--- src/rtl/nor_seq_pkg.sv ---
// Shared definitions for the NOR-based logic sequencer: opcodes, pass counts,
// operand/destination encodings and the per-pass microcode table.
package nor_seq_pkg;

  localparam int W = 32;

  localparam logic [2:0] OP_NOR  = 3'd0;
  localparam logic [2:0] OP_NOTA = 3'd1;
  localparam logic [2:0] OP_OR   = 3'd2;
  localparam logic [2:0] OP_AND  = 3'd3;
  localparam logic [2:0] OP_NAND = 3'd4;
  localparam logic [2:0] OP_XOR  = 3'd5;
  localparam logic [2:0] OP_XNOR = 3'd6;
  localparam logic [2:0] OP_BUFA = 3'd7;

  typedef enum logic [1:0] {SEL_A, SEL_B, SEL_T1, SEL_T2} sel_e;
  typedef enum logic [1:0] {DST_T1, DST_T2, DST_R} dst_e;
  typedef enum logic {ST_IDLE, ST_RUN} state_e;

  typedef struct packed {
    sel_e x0;
    sel_e x1;
    dst_e dest;
    logic last;
  } ucode_t;

  function automatic logic [2:0] pass_count(logic [2:0] op);
    logic [2:0] n;
    case (op)
      OP_NOR:  n = 3'd1;
      OP_NOTA: n = 3'd1;
      OP_OR:   n = 3'd2;
      OP_AND:  n = 3'd3;
      OP_NAND: n = 3'd4;
      OP_XOR:  n = 3'd5;
      OP_XNOR: n = 3'd6;
      default: n = 3'd2;
    endcase
    return n;
  endfunction

  function automatic ucode_t mk(sel_e x0, sel_e x1, dst_e dest);
    ucode_t u;
    u.x0   = x0;
    u.x1   = x1;
    u.dest = dest;
    u.last = 1'b0;
    return u;
  endfunction

  // Operand/destination for pass 'step' of 'op'; 'last' marks the result pass.
  function automatic ucode_t pass_ucode(logic [2:0] op, logic [2:0] step);
    ucode_t u;
    u = mk(SEL_A, SEL_A, DST_R);
    case (op)
      OP_NOR:  u = mk(SEL_A, SEL_B, DST_R);
      OP_NOTA: u = mk(SEL_A, SEL_A, DST_R);
      OP_OR:
        case (step)
          3'd0:    u = mk(SEL_A, SEL_B, DST_T1);
          default: u = mk(SEL_T1, SEL_T1, DST_R);
        endcase
      OP_AND, OP_NAND:
        case (step)
          3'd0:    u = mk(SEL_A, SEL_A, DST_T1);
          3'd1:    u = mk(SEL_B, SEL_B, DST_T2);
          3'd2:    u = mk(SEL_T1, SEL_T2, (op == OP_AND) ? DST_R : DST_T1);
          default: u = mk(SEL_T1, SEL_T1, DST_R);
        endcase
      OP_XOR, OP_XNOR:
        case (step)
          3'd0:    u = mk(SEL_A, SEL_A, DST_T1);
          3'd1:    u = mk(SEL_B, SEL_B, DST_T2);
          3'd2:    u = mk(SEL_T1, SEL_T2, DST_T1);
          3'd3:    u = mk(SEL_A, SEL_B, DST_T2);
          3'd4:    u = mk(SEL_T1, SEL_T2, (op == OP_XOR) ? DST_R : DST_T1);
          default: u = mk(SEL_T1, SEL_T1, DST_R);
        endcase
      default:
        case (step)
          3'd0:    u = mk(SEL_A, SEL_A, DST_T1);
          default: u = mk(SEL_T1, SEL_T1, DST_R);
        endcase
    endcase
    u.last = (step == pass_count(op) - 3'd1);
    return u;
  endfunction

endpackage

--- src/rtl/nor_32.sv ---
// 32-bit bitwise NOR gate array shared by every pass of the sequencer.
module nor_32 (
  output logic [31:0] res,
  input  logic [31:0] a,
  input  logic [31:0] b
);
  assign res = ~(a | b);
endmodule

--- src/rtl/nor_logic_seq.sv ---
// Multi-cycle logic-function unit: eight bitwise ops built from one NOR pass
// per clock. Optional abort input enabled by NOR_SEQ_ABORT_EN.
module nor_logic_seq
  import nor_seq_pkg::*;
(
  input  logic         clk,
  input  logic         rst_n,
  input  logic         start,
  input  logic [2:0]   op,
  input  logic [W-1:0] a,
  input  logic [W-1:0] b,
`ifdef NOR_SEQ_ABORT_EN
  input  logic         abort,
`endif
  output logic         busy,
  output logic         done,
  output logic [W-1:0] result
);

  // Handshake: start is taken on a rising edge only while busy=0; done is a
  // single-cycle pulse in an idle cycle, so a new start may share that cycle.

  state_e       state_q, state_d;
  logic [W-1:0] ra_q, ra_d, rb_q, rb_d;
  logic [W-1:0] t1_q, t1_d, t2_q, t2_d;
  logic [W-1:0] result_q, result_d;
  logic [2:0]   step_q, step_d;
  logic [2:0]   rop_q, rop_d;
  logic         done_q, done_d;

  ucode_t       uc;
  logic [W-1:0] x0, x1, y;
  logic         abort_hit;

`ifdef NOR_SEQ_ABORT_EN
  assign abort_hit = abort;
`else
  assign abort_hit = 1'b0;
`endif

  assign uc = pass_ucode(rop_q, step_q);

  always_comb begin
    x0 = ra_q;
    x1 = ra_q;
    case (uc.x0)
      SEL_A:   x0 = ra_q;
      SEL_B:   x0 = rb_q;
      SEL_T1:  x0 = t1_q;
      default: x0 = t2_q;
    endcase
    case (uc.x1)
      SEL_A:   x1 = ra_q;
      SEL_B:   x1 = rb_q;
      SEL_T1:  x1 = t1_q;
      default: x1 = t2_q;
    endcase
  end

  nor_32 u_nor (
    .res (y),
    .a   (x0),
    .b   (x1)
  );

  always_comb begin
    state_d  = state_q;
    ra_d     = ra_q;
    rb_d     = rb_q;
    t1_d     = t1_q;
    t2_d     = t2_q;
    result_d = result_q;
    step_d   = step_q;
    rop_d    = rop_q;
    done_d   = 1'b0;
    case (state_q)
      ST_IDLE: begin
        if (start) begin
          ra_d    = a;
          rb_d    = b;
          rop_d   = op;
          step_d  = 3'd0;
          state_d = ST_RUN;
        end
      end
      default: begin
        // Abort beats the final pass: nothing is written, no done.
        if (abort_hit) begin
          state_d = ST_IDLE;
        end else begin
          case (uc.dest)
            DST_T1:  t1_d     = y;
            DST_T2:  t2_d     = y;
            default: result_d = y;
          endcase
          if (uc.last) begin
            state_d = ST_IDLE;
            done_d  = 1'b1;
          end else begin
            step_d = step_q + 3'd1;
          end
        end
      end
    endcase
  end

  always_ff @(posedge clk or negedge rst_n) begin
    if (!rst_n) begin
      state_q  <= ST_IDLE;
      ra_q     <= '0;
      rb_q     <= '0;
      t1_q     <= '0;
      t2_q     <= '0;
      result_q <= '0;
      step_q   <= '0;
      rop_q    <= '0;
      done_q   <= 1'b0;
    end else begin
      state_q  <= state_d;
      ra_q     <= ra_d;
      rb_q     <= rb_d;
      t1_q     <= t1_d;
      t2_q     <= t2_d;
      result_q <= result_d;
      step_q   <= step_d;
      rop_q    <= rop_d;
      done_q   <= done_d;
    end
  end

  assign busy   = (state_q == ST_RUN);
  assign done   = done_q;
  assign result = result_q;

endmodule

--- config.mk ---
export PLATFORM = sky130hd
export DESIGN_NAME = nor_logic_seq
export DESIGN_NICKNAME = d
export VERILOG_FILES = /design/src/rtl/nor_seq_pkg.sv /design/src/rtl/nor_32.sv /design/src/rtl/nor_logic_seq.sv
export SDC_FILE = /design/constraint.sdc
export NUM_CORES = 1
export LEC_CHECK = 0
export CELL_PAD_IN_SITES_DETAIL_PLACEMENT = 1
export CELL_PAD_IN_SITES_GLOBAL_PLACEMENT = 1
export CORE_ASPECT_RATIO = 0.6
export CORE_MARGIN = 5
export CORE_UTILIZATION = 35
export CTS_CLUSTER_SIZE = 12
export DETAILED_ROUTE_END_ITERATION = 12
export GPL_ROUTABILITY_DRIVEN = 1
export GPL_TIMING_DRIVEN = 0
export PLACE_DENSITY_LB_ADDON = 0.1
export SLEW_MARGIN = 0
export SYNTH_ARGS = -nofsm -noshare
export SYNTH_HDL_FRONTEND = slang
export SYNTH_SLANG_ARGS = --single-unit
--- constraint.sdc ---
create_clock -name clk -period 4.3 [get_ports clk]
set_input_delay 1.29 -clock clk [delete_from_list [all_inputs] [get_ports clk]]
set_output_delay 1.29 -clock clk [all_outputs]
set_load 0.01 [all_outputs]
==> summary.md <==
| Metric | Value |
|---|---|
| Run status | `finished clean` |
| Num CTS Buffers | `17` |
| RR Endpoint | `result[29]` |
| CP Capture Type | `register` |
| TritonRoute pass-1 iters | `4` |
| Number of port buffers | `103` |
| Antenna violations before repair | `0` |
| DIE AREA | `0.02607 mm²` |
| Nets | `916` |
| Post-synthesis sequential area ratio | `0.5258` |
| Fin Hold WS | `0.4749 ns` |
| Hold path cells | `2` |
| Place WS | `0.8806 ns` |
| H-tree depth | `4` |
| CTS tree | `done` |
| Unrepaired setup endpoints after global routing | `false` |
| Post-synthesis average cell area | `11.15 µm²` |
| Cts repair resizes | `0` |
| Die Ht | `127.1 µm` |
| Fraction of registers with async set/reset | `1.000` |
| # fillers | `2450` |
| Setup crit start kind | `register` |
| Sink Count | `168` |
| Worst-path clk slew | `0.06 ns` |
| Slew HR | `0.3674` |
| Placer Congestion | `0.8504` |
| Mapped cell area | `0.007995 mm²` |
| Final Skew | `0.007385 ns` |
| Fraction of final layout cells sized beyond drive strength 1 | `0.1767` |
| Fmax | `0.3248 GHz` |
| Crit path DAT | `3.39 ns` |
| Root Buffer | `clkbuf_16` |
| DRT iter0 DRCs | `251` |
| Final wirelength | `23.37 mm` |
| Post-Syn Nets | `793` |
| Die width | `205.1 µm` |
| Row cnt | `42` |
| LEAKAGE | `0.004597 µW` |
| R2r startpoint | `step_q[0]` |
| Finish-stage setup viols | `0` |
| First-pass GRT wire length | `37.36 mm` |
| Final HPWL DP | `16.60 mm` |
| PwrDens | `963.5 mW/mm²` |
| Synth Instances | `717` |
| MaxCap Viol Count | `0` |
| Layout area overhead | `25.88%` |
| Overall routing resource usage | `0.1849` |
| Vias in the first global route | `6567` |
| Ports | `104` |
| CP max FO | `10` |
| Reg2Reg Setup Slack | `1.22 ns` |
| Largest net degree at the start of global routing | `119` |
| Via density | `5.051` |
| Via count | `5844` |
| Warnings, synthesis | `0` |
| Library cells used by synthesis | `53` |
| HP Class | `reg -> reg` |
| Dpl cells | `1129` |
| DRC viols | `0` |
| Post-CTS Hold Buffers | `0` |
| VDD IR max | `321.3 µV` |
| EDFF count, synth | `0` |
| Critical Setup Path Class | `reg -> reg` |
| N_diodes | `0` |
| Min-delay src | `rb_q[27]` |
| Final Max Slew Viols | `0` |
| Clk buf depth | `2` |
| Fin area | `0.01006 mm²` |
| Antenna viol nets, final | `0` |
| Actual slew at the worst max-slew pin | `0.9489 ns` |
| Fin worst setup slack | `1.221 ns` |
| Initial Util | `0.3588` |
| Final hold viol count | `0` |
| Post-route insts no fill | `1157` |
| Total grt overflow | `0` |
| Postcts setup bufs | `0` |
| Wire per inst | `20.20 µm` |
| Flops & latches, synth | `168` |
| Req. time, crit path | `4.61 ns` |
| Core Box Area | `0.02228 mm²` |
| Clk_lat worst skew | `0.43 ns` |
| Post-synth top flop | `dfrtp_1` |
| Final period demand of the worst path | `3.079 ns` |
| Cell area after placement | `0.009444 mm²` |
| Worst Hold Path EP | `rb_q[27]` |
| Worst r2r path cells | `8` |
| Final period utilization | `0.7161` |
[cells in the mapped netlist, drive strengths merged (2+ instances only)]
cell type  number  area [µm²]
buf            31       257.7
a21o            4       30.03
o21ai          18       90.08
mux2           87        1017
o22a           28       245.2
mux2i          65       650.6
o21ba           3       30.03
dfrtp         168        4204
o31ai           2       15.01
nor4b           3       26.28
nor4            6       37.54
nand2b          2       12.51
a21oi           5       25.02
xor2            2       17.52
o211ai          4       35.03
nand3           7       35.03
nor2            3       11.26
clkbuf         18       67.56
nor2b           5       38.78
xnor2           2       17.52
a211oi          2       15.01
nor3            5       30.03
a211o           2       17.52
ha              6       75.07
inv            14       52.55
nand4           2       12.51
nand2         205       769.5
a2111oi         2       17.52
[cells in the final DEF (no fill, tap or decap), types with 2 or more instances in the layout]
master,Yosys,routed
clkbuf_1,18,20
dfrtp_1,168,168
a2111oi_0,2,2
buf_1,5,5
mux2i_1,65,65
ha_1,6,6
buf_2,5,5
o21ba_2,3,3
xnor2_1,2,2
o22a_1,28,28
clkbuf_16,0,17
clkinvlp_4,0,2
o31ai_1,2,2
buf_8,1,2
a211oi_1,2,2
a211o_1,2,2
buf_6,13,13
bufinv_16,0,5
nor2_1,3,3
inv_1,14,14
nand2_1,205,205
mux2_2,77,77
nor4b_1,3,3
nor4_1,6,6
nand2b_1,2,2
buf_4,7,7
xor2_1,2,2
clkdlybuf4s50_1,0,102
nand3_1,7,7
nor2b_1,4,4
o21ai_1,5,5
nand4_1,2,2
a21oi_1,5,5
nor3_1,4,4
mux2_4,10,10
o21ai_0,13,13
a21o_1,4,4
o211ai_1,3,3
[worst max-delay path, stage by stage (launching register included)]
cell,delay (ns)
dfrtp_1,0.43
inv_1,0.14
ha_1,0.38
nor3_1,0.11
a221oi_2,0.36
o21ai_0,0.15
nand2_1,0.23
buf_1,0.75
mux2_2,0.42
[registers in the layout (all words and copies together), names as in the netlist]
register	count
ra_q	32
rb_q	32
result	32
t1_q	32
t2_q	32
rop_q	3
step_q	3
busy	1
done	1
[worst max-delay path by stage]
| stage | startpoint | depth (start not counted) | slack [ns] | endpoint |
|---|---|---|---|---|
| after floorplan | step_q[1] | 12 | 1.82 | t1_q[10] |
| after global placement | rst_n | 1 | -5.18 | result[8] |
| after detailed placement | start | 7 | 0.88 | ra_q[27] |
| after CTS | step_q[0] | 8 | 1.20 | result[29] |
| after global routing | step_q[0] | 10 | 0.99 | result[30] |
| final | step_q[0] | 8 | 1.22 | result[29] |
[cells by family (layout without fill, tap and decap cells)]
group	Yosys count	after routing	synth area share
and+or+nand+nor	243	243	0.1266
buffers and inverters	63	195	0.04726
adders and majority gates	7	7	0.01064
DFF	168	168	0.5258
AOI/OAI and AO/OA	80	80	0.07668
xor gates and xnor gates	4	4	0.004383
muxes	152	152	0.2086
[metal layers]
layer  share of wire  GRT usage
met4          0.0092    0.03896
met5               0          0
met2            0.46     0.2935
met3           0.033    0.03977
met1            0.50     0.2630
[power breakdown]
group | switching, µW | internal, µW
clock | 619 | 1030
sequential | 482 | 2390
combinational | 2670 | 2510
[stage by stage]
step	TNS, ns	power, µW	utilization
floorplan	0	6391	-
global placement	-866.16	7818	0.4224
detailed placement	0	8102	0.4239
CTS	0	9818	0.4517
global route	0	10360	0.4517
finish	0	9698	0.4517
[area by class of cell]
cell class              count  area, µm²  area share
clock buffers              20      446.7     0.04438
clock inverters             8      173.9     0.01728
plain buffers              49      325.3     0.03232
multi-input cells         486       3413      0.3391
flip-flops and latches    168       4204      0.4177
inverters                  14      52.55    0.005221
repair buffers            104       1064      0.1057
well taps                 308      385.4     0.03829
Note: power is estimated with default switching activity, not from simulation.
